$ cat src/rtl/membus_rr_arbiter.sv
// ----------------------------------------------------------------------------
// membus_rr_arbiter
//
// Two-master round-robin arbiter for the native valid/ready memory bus. It
// shares one slave (the data RAM) between the CPU (m0) and the UART-driven
// loader/DMA master (m1), granting one complete transaction at a time.
// A watchdog completes any transaction that waits too long for s_ready with
// an error response, so neither master can hang the bus.
//
// Parameters
//   TIMEOUT   max cycles a granted transaction may wait for s_ready
//             (1..2**TO_W-1; 0 is illegal). The error response is returned
//             in the TIMEOUT-th BUSY cycle without s_ready.
//   TO_W      width of the timeout counter
//   ERR_DATA  read data returned to the master on a timeout
//
// Ports
//   clk                  system clock, all logic on posedge
//   rst                  synchronous reset, active-high
//   m0_valid/addr/wdata/wstrb   master 0 (CPU) request, held until m0_ready
//   m0_ready/rdata/err   master 0 completion pulse, read data, timeout flag
//   m1_*                 identical set for master 1 (loader/DMA)
//   s_valid/addr/wdata/wstrb    slave request (combinational from grant)
//   s_ready/rdata        slave completion and read data
//   gnt                  one-hot current owner {m1,m0}, 00 when idle
//   to_sticky            set by any timeout, cleared only by rst
// ----------------------------------------------------------------------------
module membus_rr_arbiter #(
  parameter int unsigned TIMEOUT  = 255,
  parameter int unsigned TO_W     = 8,
  parameter logic [31:0] ERR_DATA = 32'hDEAD_BEEF
) (
  input  logic        clk,
  input  logic        rst,

  input  logic        m0_valid,
  input  logic [31:0] m0_addr,
  input  logic [31:0] m0_wdata,
  input  logic [3:0]  m0_wstrb,
  output logic        m0_ready,
  output logic [31:0] m0_rdata,
  output logic        m0_err,

  input  logic        m1_valid,
  input  logic [31:0] m1_addr,
  input  logic [31:0] m1_wdata,
  input  logic [3:0]  m1_wstrb,
  output logic        m1_ready,
  output logic [31:0] m1_rdata,
  output logic        m1_err,

  output logic        s_valid,
  output logic [31:0] s_addr,
  output logic [31:0] s_wdata,
  output logic [3:0]  s_wstrb,
  input  logic        s_ready,
  input  logic [31:0] s_rdata,

  output logic [1:0]  gnt,
  output logic        to_sticky
);

  typedef enum logic [1:0] {
    IDLE    = 2'd0,
    BUSY    = 2'd1,
    RELEASE = 2'd2
  } state_t;

  // The counter holds the number of BUSY cycles already spent waiting, so the
  // watchdog fires in the cycle where that count is about to reach TIMEOUT.
  localparam logic [TO_W-1:0] TO_MAX  = TO_W'(TIMEOUT);
  localparam logic [TO_W-1:0] TO_LAST = TO_W'(TIMEOUT - 1);

  state_t          state_q, state_d;
  logic [1:0]      gnt_q, gnt_d;
  logic            last_q, last_d;      // 1 = m1 won the last tie
  logic [TO_W-1:0] cnt_q, cnt_d;
  logic            sticky_q, sticky_d;

  logic            sel_valid;           // valid of the granted master
  logic            done;                // completion pulse to the owner
  logic            done_err;
  logic [31:0]     done_rdata;

  // NOTE: state registers use non-blocking assignments so every flop samples
  // the values from before the edge, independent of statement order.
  always_ff @(posedge clk) begin
    if (rst) begin
      state_q  <= IDLE;
      gnt_q    <= 2'b00;
      last_q   <= 1'b1;
      cnt_q    <= '0;
      sticky_q <= 1'b0;
    end else begin
      state_q  <= state_d;
      gnt_q    <= gnt_d;
      last_q   <= last_d;
      cnt_q    <= cnt_d;
      sticky_q <= sticky_d;
    end
  end

  // NOTE: every signal written here gets a default first, so no path through
  // the case statement can leave one unassigned and infer a latch.
  always_comb begin
    state_d    = state_q;
    gnt_d      = gnt_q;
    last_d     = last_q;
    cnt_d      = cnt_q;
    sticky_d   = sticky_q;
    s_valid    = 1'b0;
    s_addr     = '0;
    s_wdata    = '0;
    s_wstrb    = '0;
    done       = 1'b0;
    done_err   = 1'b0;
    done_rdata = '0;
    sel_valid  = gnt_q[1] ? m1_valid : m0_valid;

    // Request fields follow the owner; gnt is 00 outside BUSY so they idle at 0.
    if (gnt_q[0]) begin
      s_addr  = m0_addr;
      s_wdata = m0_wdata;
      s_wstrb = m0_wstrb;
    end else if (gnt_q[1]) begin
      s_addr  = m1_addr;
      s_wdata = m1_wdata;
      s_wstrb = m1_wstrb;
    end

    unique case (state_q)
      IDLE: begin
        if (m0_valid && m1_valid) begin
          // Tie: the master that did not win the previous tie goes next.
          if (last_q) begin
            gnt_d  = 2'b01;
            last_d = 1'b0;
          end else begin
            gnt_d  = 2'b10;
            last_d = 1'b1;
          end
          state_d = BUSY;
        end else if (m0_valid) begin
          gnt_d   = 2'b01;
          state_d = BUSY;
        end else if (m1_valid) begin
          gnt_d   = 2'b10;
          state_d = BUSY;
        end
      end

      BUSY: begin
        if (!sel_valid) begin
          // Owner withdrew its request: abandon silently, no ready pulse.
          gnt_d   = 2'b00;
          cnt_d   = '0;
          state_d = RELEASE;
        end else begin
          s_valid = 1'b1;
          if (s_ready) begin
            // Slave completion has priority over a coinciding timeout.
            done       = 1'b1;
            done_rdata = s_rdata;
            gnt_d      = 2'b00;
            cnt_d      = '0;
            state_d    = RELEASE;
          end else if (cnt_q == TO_LAST) begin
            done       = 1'b1;
            done_err   = 1'b1;
            done_rdata = ERR_DATA;
            sticky_d   = 1'b1;
            gnt_d      = 2'b00;
            cnt_d      = '0;
            state_d    = RELEASE;
          end else if (cnt_q != TO_MAX) begin
            cnt_d = cnt_q + TO_W'(1);
          end
        end
      end

      RELEASE: begin
        // One dead cycle so an owner still holding valid is not re-granted.
        gnt_d   = 2'b00;
        cnt_d   = '0;
        state_d = IDLE;
      end

      default: begin
        gnt_d   = 2'b00;
        cnt_d   = '0;
        state_d = IDLE;
      end
    endcase

    // A reset cycle aborts the transaction: no completion reaches a master.
    if (rst) begin
      done     = 1'b0;
      sticky_d = sticky_q;
    end
  end

  assign m0_ready  = done & gnt_q[0];
  assign m0_err    = done & done_err & gnt_q[0];
  assign m0_rdata  = (done & gnt_q[0]) ? done_rdata : 32'h0;
  assign m1_ready  = done & gnt_q[1];
  assign m1_err    = done & done_err & gnt_q[1];
  assign m1_rdata  = (done & gnt_q[1]) ? done_rdata : 32'h0;
  assign gnt       = gnt_q;
  assign to_sticky = sticky_q;

endmodule

$ cat config.mk
export PLATFORM = sky130hd
export DESIGN_NAME = membus_rr_arbiter
export DESIGN_NICKNAME = d
export VERILOG_FILES = /design/src/rtl/membus_rr_arbiter.sv
export SDC_FILE = /design/constraint.sdc
export NUM_CORES = 1
export LEC_CHECK = 0
export CAP_MARGIN = 40
export CORE_AREA = 2 2 121 123
export CTS_BUF_LIST = sky130_fd_sc_hd__clkbuf_8
export CTS_CLUSTER_SIZE = 8
export DETAILED_ROUTE_END_ITERATION = 10
export DIE_AREA = 0 0 123 125
export GPL_TIMING_DRIVEN = 0
export REMOVE_ABC_BUFFERS = 1
export SYNTH_ARGS = -nofsm -noshare
export SYNTH_HDL_FRONTEND = slang
export SYNTH_SLANG_ARGS = --single-unit
$ cat constraint.sdc
create_clock -name clk -period 4.6 [get_ports clk]
set_clock_uncertainty 0.05 [all_clocks]
set_input_delay 0.46 -clock clk [delete_from_list [all_inputs] [get_ports clk]]
set_output_delay 0.46 -clock clk [all_outputs]
set_load 0.03 [all_outputs]
Yosys cells after proc, flatten, opt, wreduce, memory -nomap -nowiden:

Cells that the tools add are included.

* word-level logic and storage cells: 69
* flip-flop bits (word level): 14

* reduce and logical (&&, ||, !) cells: 6
* eq/ne operators: 6
* add/subtract/negate cells: 1
* mux-type cells: 44
* bitwise gates (word level): 7

Operators with widths (count)
* two-way mux 32 bit: 10
* two-way mux 8 bit: 4
* two-way mux 2 bit: 13
* case mux 8 bit (2 select lines): 1
* two-way mux 1 bit: 12
* adder 8 x 1 -> 8 bit (second input constant): 1
* == test 8 bit (second input constant): 1
* two-way mux 4 bit: 2
* inequality test 4 bit (second input constant): 2
* inequality test 8 bit (second input constant): 1
* case mux 2 bit (2 select lines): 2
* AND reduction 2 bit: 3
* AND 1 bit: 5
* inequality test 5 bit (second input constant): 1
* AND reduction 4 bit: 1
* == test 2 x 1 -> 1 bit (second input constant): 1
* zero test 2 bit: 1
* inverter 1 bit: 2
* logical AND 1 bit: 1

Depth between registers and ports, before layout:

* word-level depth: 8
* depth in mapped cells: 8

Worst setup path before layout:

Ideal clock, no wire load.

* kind: reg-to-output
* start point: reg gnt_q[1], in the netlist gnt[1]
* end point: out m1_rdata[10]
* path buffers: 2
* arrival time: 1.967 ns
* stages on the path, launching flop included: 8
* setup slack: 2.123 ns
* cell sequence: dfxtp_1 -> mux2i_1 -> or2_1 -> buf_2 -> nor3_1 -> nand2_1 -> buf_2 -> nor2_1

* cells in the longest elaborated chain, start to end: 6

Ends and longest elaborated chain
* start, declared: line 75 `logic [1:0] gnt_q, gnt_d;`
* start signal, assigned: line 96 `gnt_q <= gnt_d;`
* two-way mux 1 bit: line 118 `sel_valid = gnt_q[1] ? m1_valid : m0_valid;`
* two-way mux 1 bit: line 153 `if (!sel_valid) begin`
* two-way mux 1 bit: line 131 `unique case (state_q)`
* two-way mux 1 bit: line 196 `if (rst) begin`
* AND 1 bit: line 207 `assign m1_rdata = (done & gnt_q[1]) ? done_rdata : 32'h0;`
* two-way mux 32 bit *: line 207
* end, declared: line 49 `output logic [31:0] m1_rdata,`

Mark *: on every way between the ends. The rest lies on a longest branch, timed or not.

Final worst setup path:

* start point: in s_ready
* end point: out m1_rdata[28]

* cells in the longest elaborated chain, start to end: 6

Ends and longest elaborated chain
* start, declared: line 56 `input logic s_ready,`
* two-way mux 1 bit: line 160 `if (s_ready) begin`
* two-way mux 1 bit: line 153
* two-way mux 1 bit: line 131
* two-way mux 1 bit: line 196
* AND 1 bit: line 207
* two-way mux 32 bit *: line 207

Marked as above.

==> summary.md <==
| Metric | Value |
|---|---|
| Initial Util | `0.130` |
| Clock Pin Slew Worst Setup and Hold Paths | `60 ps` |
| Yosys warning count | `0` |
| Slew HR | `0.502` |
| Final Wtd Congestion | `0.840` |
| Worst slew pin tran | `742 ps` |
| Max-slew violations | `0` |
| Synth Instances | `288` |
| Power Density | `132 mW/mm^2` |
| Layout overhead on the synthesized area | `184%` |
| Setup crit end kind | `primary output` |
| # IOs | `313` |
| Clock Sinks | `14` |
| Worst-skew pair later-pin latency | `250 ps` |
| Vias in the first global route | `3093` |
| Share of the synthesized area in the top cell type | `0.323` |
| Ant diodes | `0` |
| CTS resizes | `0` |
| Hold-fix buffers at CTS | `0` |
| Mapped cell area | `0.00184 mm^2` |
| Postcts setup bufs | `0` |
| Die area | `0.0154 mm^2` |
| CP Launch Type | `input port` |
| TritonCTS clock tree | `yes` |
| FP Rows | `44` |
| Via Count | `3258` |
| First-pass GRT wire length | `17700 um` |
| Data arrival, critical path | `3850 ps` |
| Cell taking the most area after synthesis | `a22o_1` |
| Top post-synthesis cells by area | `a22o_1 (32%), nor2_1 (19%), dfxtp_1 (15%), clkbuf_1 (3.5%), nand2_1 (3.5%)` |
| H-tree levels | `1` |
| Final Util | `0.369` |
| Routed Wire Length | `12700 um` |
| Layout cells sized above 1 | `0.0241` |
| Fin. Hold Viols | `0` |
| Distinct cells, synth | `34` |
| Nets | `758` |
| Hold WS | `399 ps` |
| Hold WC Path Type | `flip-flop to flip-flop` |
| Buffers added on ports | `312` |
| Worst EP required | `4090 ps` |
| Antenna Nets Post-Route | `0` |
| Clock root cell | `clkbuf_8` |
| Status | `finished, final reports clean` |
| First DRT Iteration DRCs | `150` |
| DRT Pass-1 Iters | `4` |
| Synth Area per Inst | `6.40 um^2` |
| Remaining global-route overflow | `0` |
| RSZ-0062 raised after global routing | `false` |
| Core area | `0.0142 mm^2` |
| Final min period | `4360 ps` |
| Critical path peak fanout | `27` |
| Highest clock rate | `0.230 GHz` |
| Peak supply drop | `0.118 mV` |
| HPWL Detailed | `10700 um` |
| Die Y | `125 um` |
| DR WL/cell | `16.5 um` |
| Die Wd | `123 um` |
| Synth Register Bits | `14` |
| Via-to-Cell Ratio | `4.25` |
| Largest net degree at the start of global routing | `53` |
| Leak | `1.98 nW` |
| Detailed-route DRC error count | `0` |
| All-layer global routing usage | `0.148` |
| TritonCTS Buffers | `3` |
| CTS max path bufs | `2` |
| Power consumption | `0.692 mW` |
| Period utilization | `0.947` |
| Crit Path Category | `input port to primary output` |
| # setup viols final | `0` |
| # Max-Cap Violations | `0` |
| Initial antenna violation count | `0` |
| Post-synthesis sequential area ratio | `0.152` |
stage by stage:
stage               TNS [ps]  worst slack (ps)  cell area [um^2]  cells
floorplan                  0              87.0              1740    262
detailed placement         0               211              5180    762
global placement     -130380             -1940              5090    758
finish                     0               244              5240    766
CTS                        0               206              5240    766
global route               0              38.9              5240    766
cell families (layout without fill, tap and decap cells):
kind of cell / after synthesis / after routing / synth area share
muxes: 1 / 1 / 0.00543
xor gates and xnor gates: 1 / 1 / 0.00475
buffers and inverters: 34 / 328 / 0.0740
DFF: 14 / 14 / 0.152
and+or+nand+nor: 145 / 145 / 0.333
AOI/OAI and AO/OA: 91 / 91 / 0.418
adders and majority gates: 2 / 2 / 0.0136
worst max-delay path, cell delays in order:
cell             delay [ps]
clkdlybuf4s50_1         590
clkinv_1                640
o31a_1                  330
nor3_1                  230
nand2_1                 360
buf_8                   290
nor2_1                  210
clkdlybuf4s50_1         710
cells in the mapped netlist:
| library cell | n |
|---|---|
| nor2_1 | 95 |
| a22o_1 | 68 |
| clkbuf_1 | 17 |
| nand2_1 | 17 |
| dfxtp_1 | 14 |
| nor3_1 | 10 |
| a21oi_1 | 7 |
| buf_2 | 7 |
| inv_1 | 7 |
| and3_1 | 5 |
| nand3_1 | 5 |
| o21ai_0 | 4 |
| a211o_1 | 3 |
| a21o_1 | 3 |
| nand2b_1 | 3 |
| or3_1 | 3 |
| buf_1 | 2 |
| ha_1 | 2 |
| a311o_1 | 1 |
| a31oi_1 | 1 |
| and2b_2 | 1 |
| and3b_1 | 1 |
| clkinv_1 | 1 |
| mux2i_1 | 1 |
| nand4_1 | 1 |
| nor2b_1 | 1 |
| nor4_1 | 1 |
| o211ai_1 | 1 |
| o21ba_2 | 1 |
| o31a_1 | 1 |
| o41ai_4 | 1 |
| or2_1 | 1 |
| or2_2 | 1 |
| xnor2_1 | 1 |
metal layers:
metal  global-route usage  wire length (um)
met3               0.0579              1480
met5                    0                 0
met4               0.0167                95
met1                0.177              4930
met2                0.257              6160
layout by cell type, fill, tap and decap left out, types with 2 or more instances in the layout:
cell,instances
o21ai_0,4
a211o_1,3
buf_12,2
or3_1,3
clkdlybuf4s50_1,312
a21o_1,3
a21oi_1,7
nand3_1,5
ha_1,2
nand2_1,17
dfxtp_1,13
nor2_1,95
and3_1,5
clkbuf_8,4
inv_1,7
a22o_1,68
nor3_1,10
nand2b_1,3
sequential cells by signal (all words and copies together), names as in the netlist:
signal     count
state_q        2
last_q         1
gnt            2
to_sticky      1
cnt_q          8
layout make-up:
cell class | count | area, um^2
multi-input cells | 240 | 1430
fillers | 1450 | 8970
well taps | 184 | 230
clock buffers | 4 | 55.1
flip-flops and latches | 14 | 282
inverters | 8 | 30.0
repair buffers | 316 | 3210
report_power, final:
part	internal (mW)	total, mW	leakage [nW]	switching (mW)
logic	0.243	0.436	1.84	0.193
registers	0.125	0.133	0.114	0.00776
clock network	0.0759	0.123	0.0288	0.0471
total	0.444	0.692	1.98	0.248
path summary, 6_finish.rpt:
path                            startpoint  slack (ps)  cells past startpoint      endpoint
worst max-delay path               s_ready         240                      8  m1_rdata[28]
worst min register to register   to_sticky         400                      2     to_sticky
worst max register to register    cnt_q[0]        2710                      7      cnt_q[5]
worst min-delay path             to_sticky         400                      2     to_sticky
Note: power is estimated with default switching activity, not from simulation.
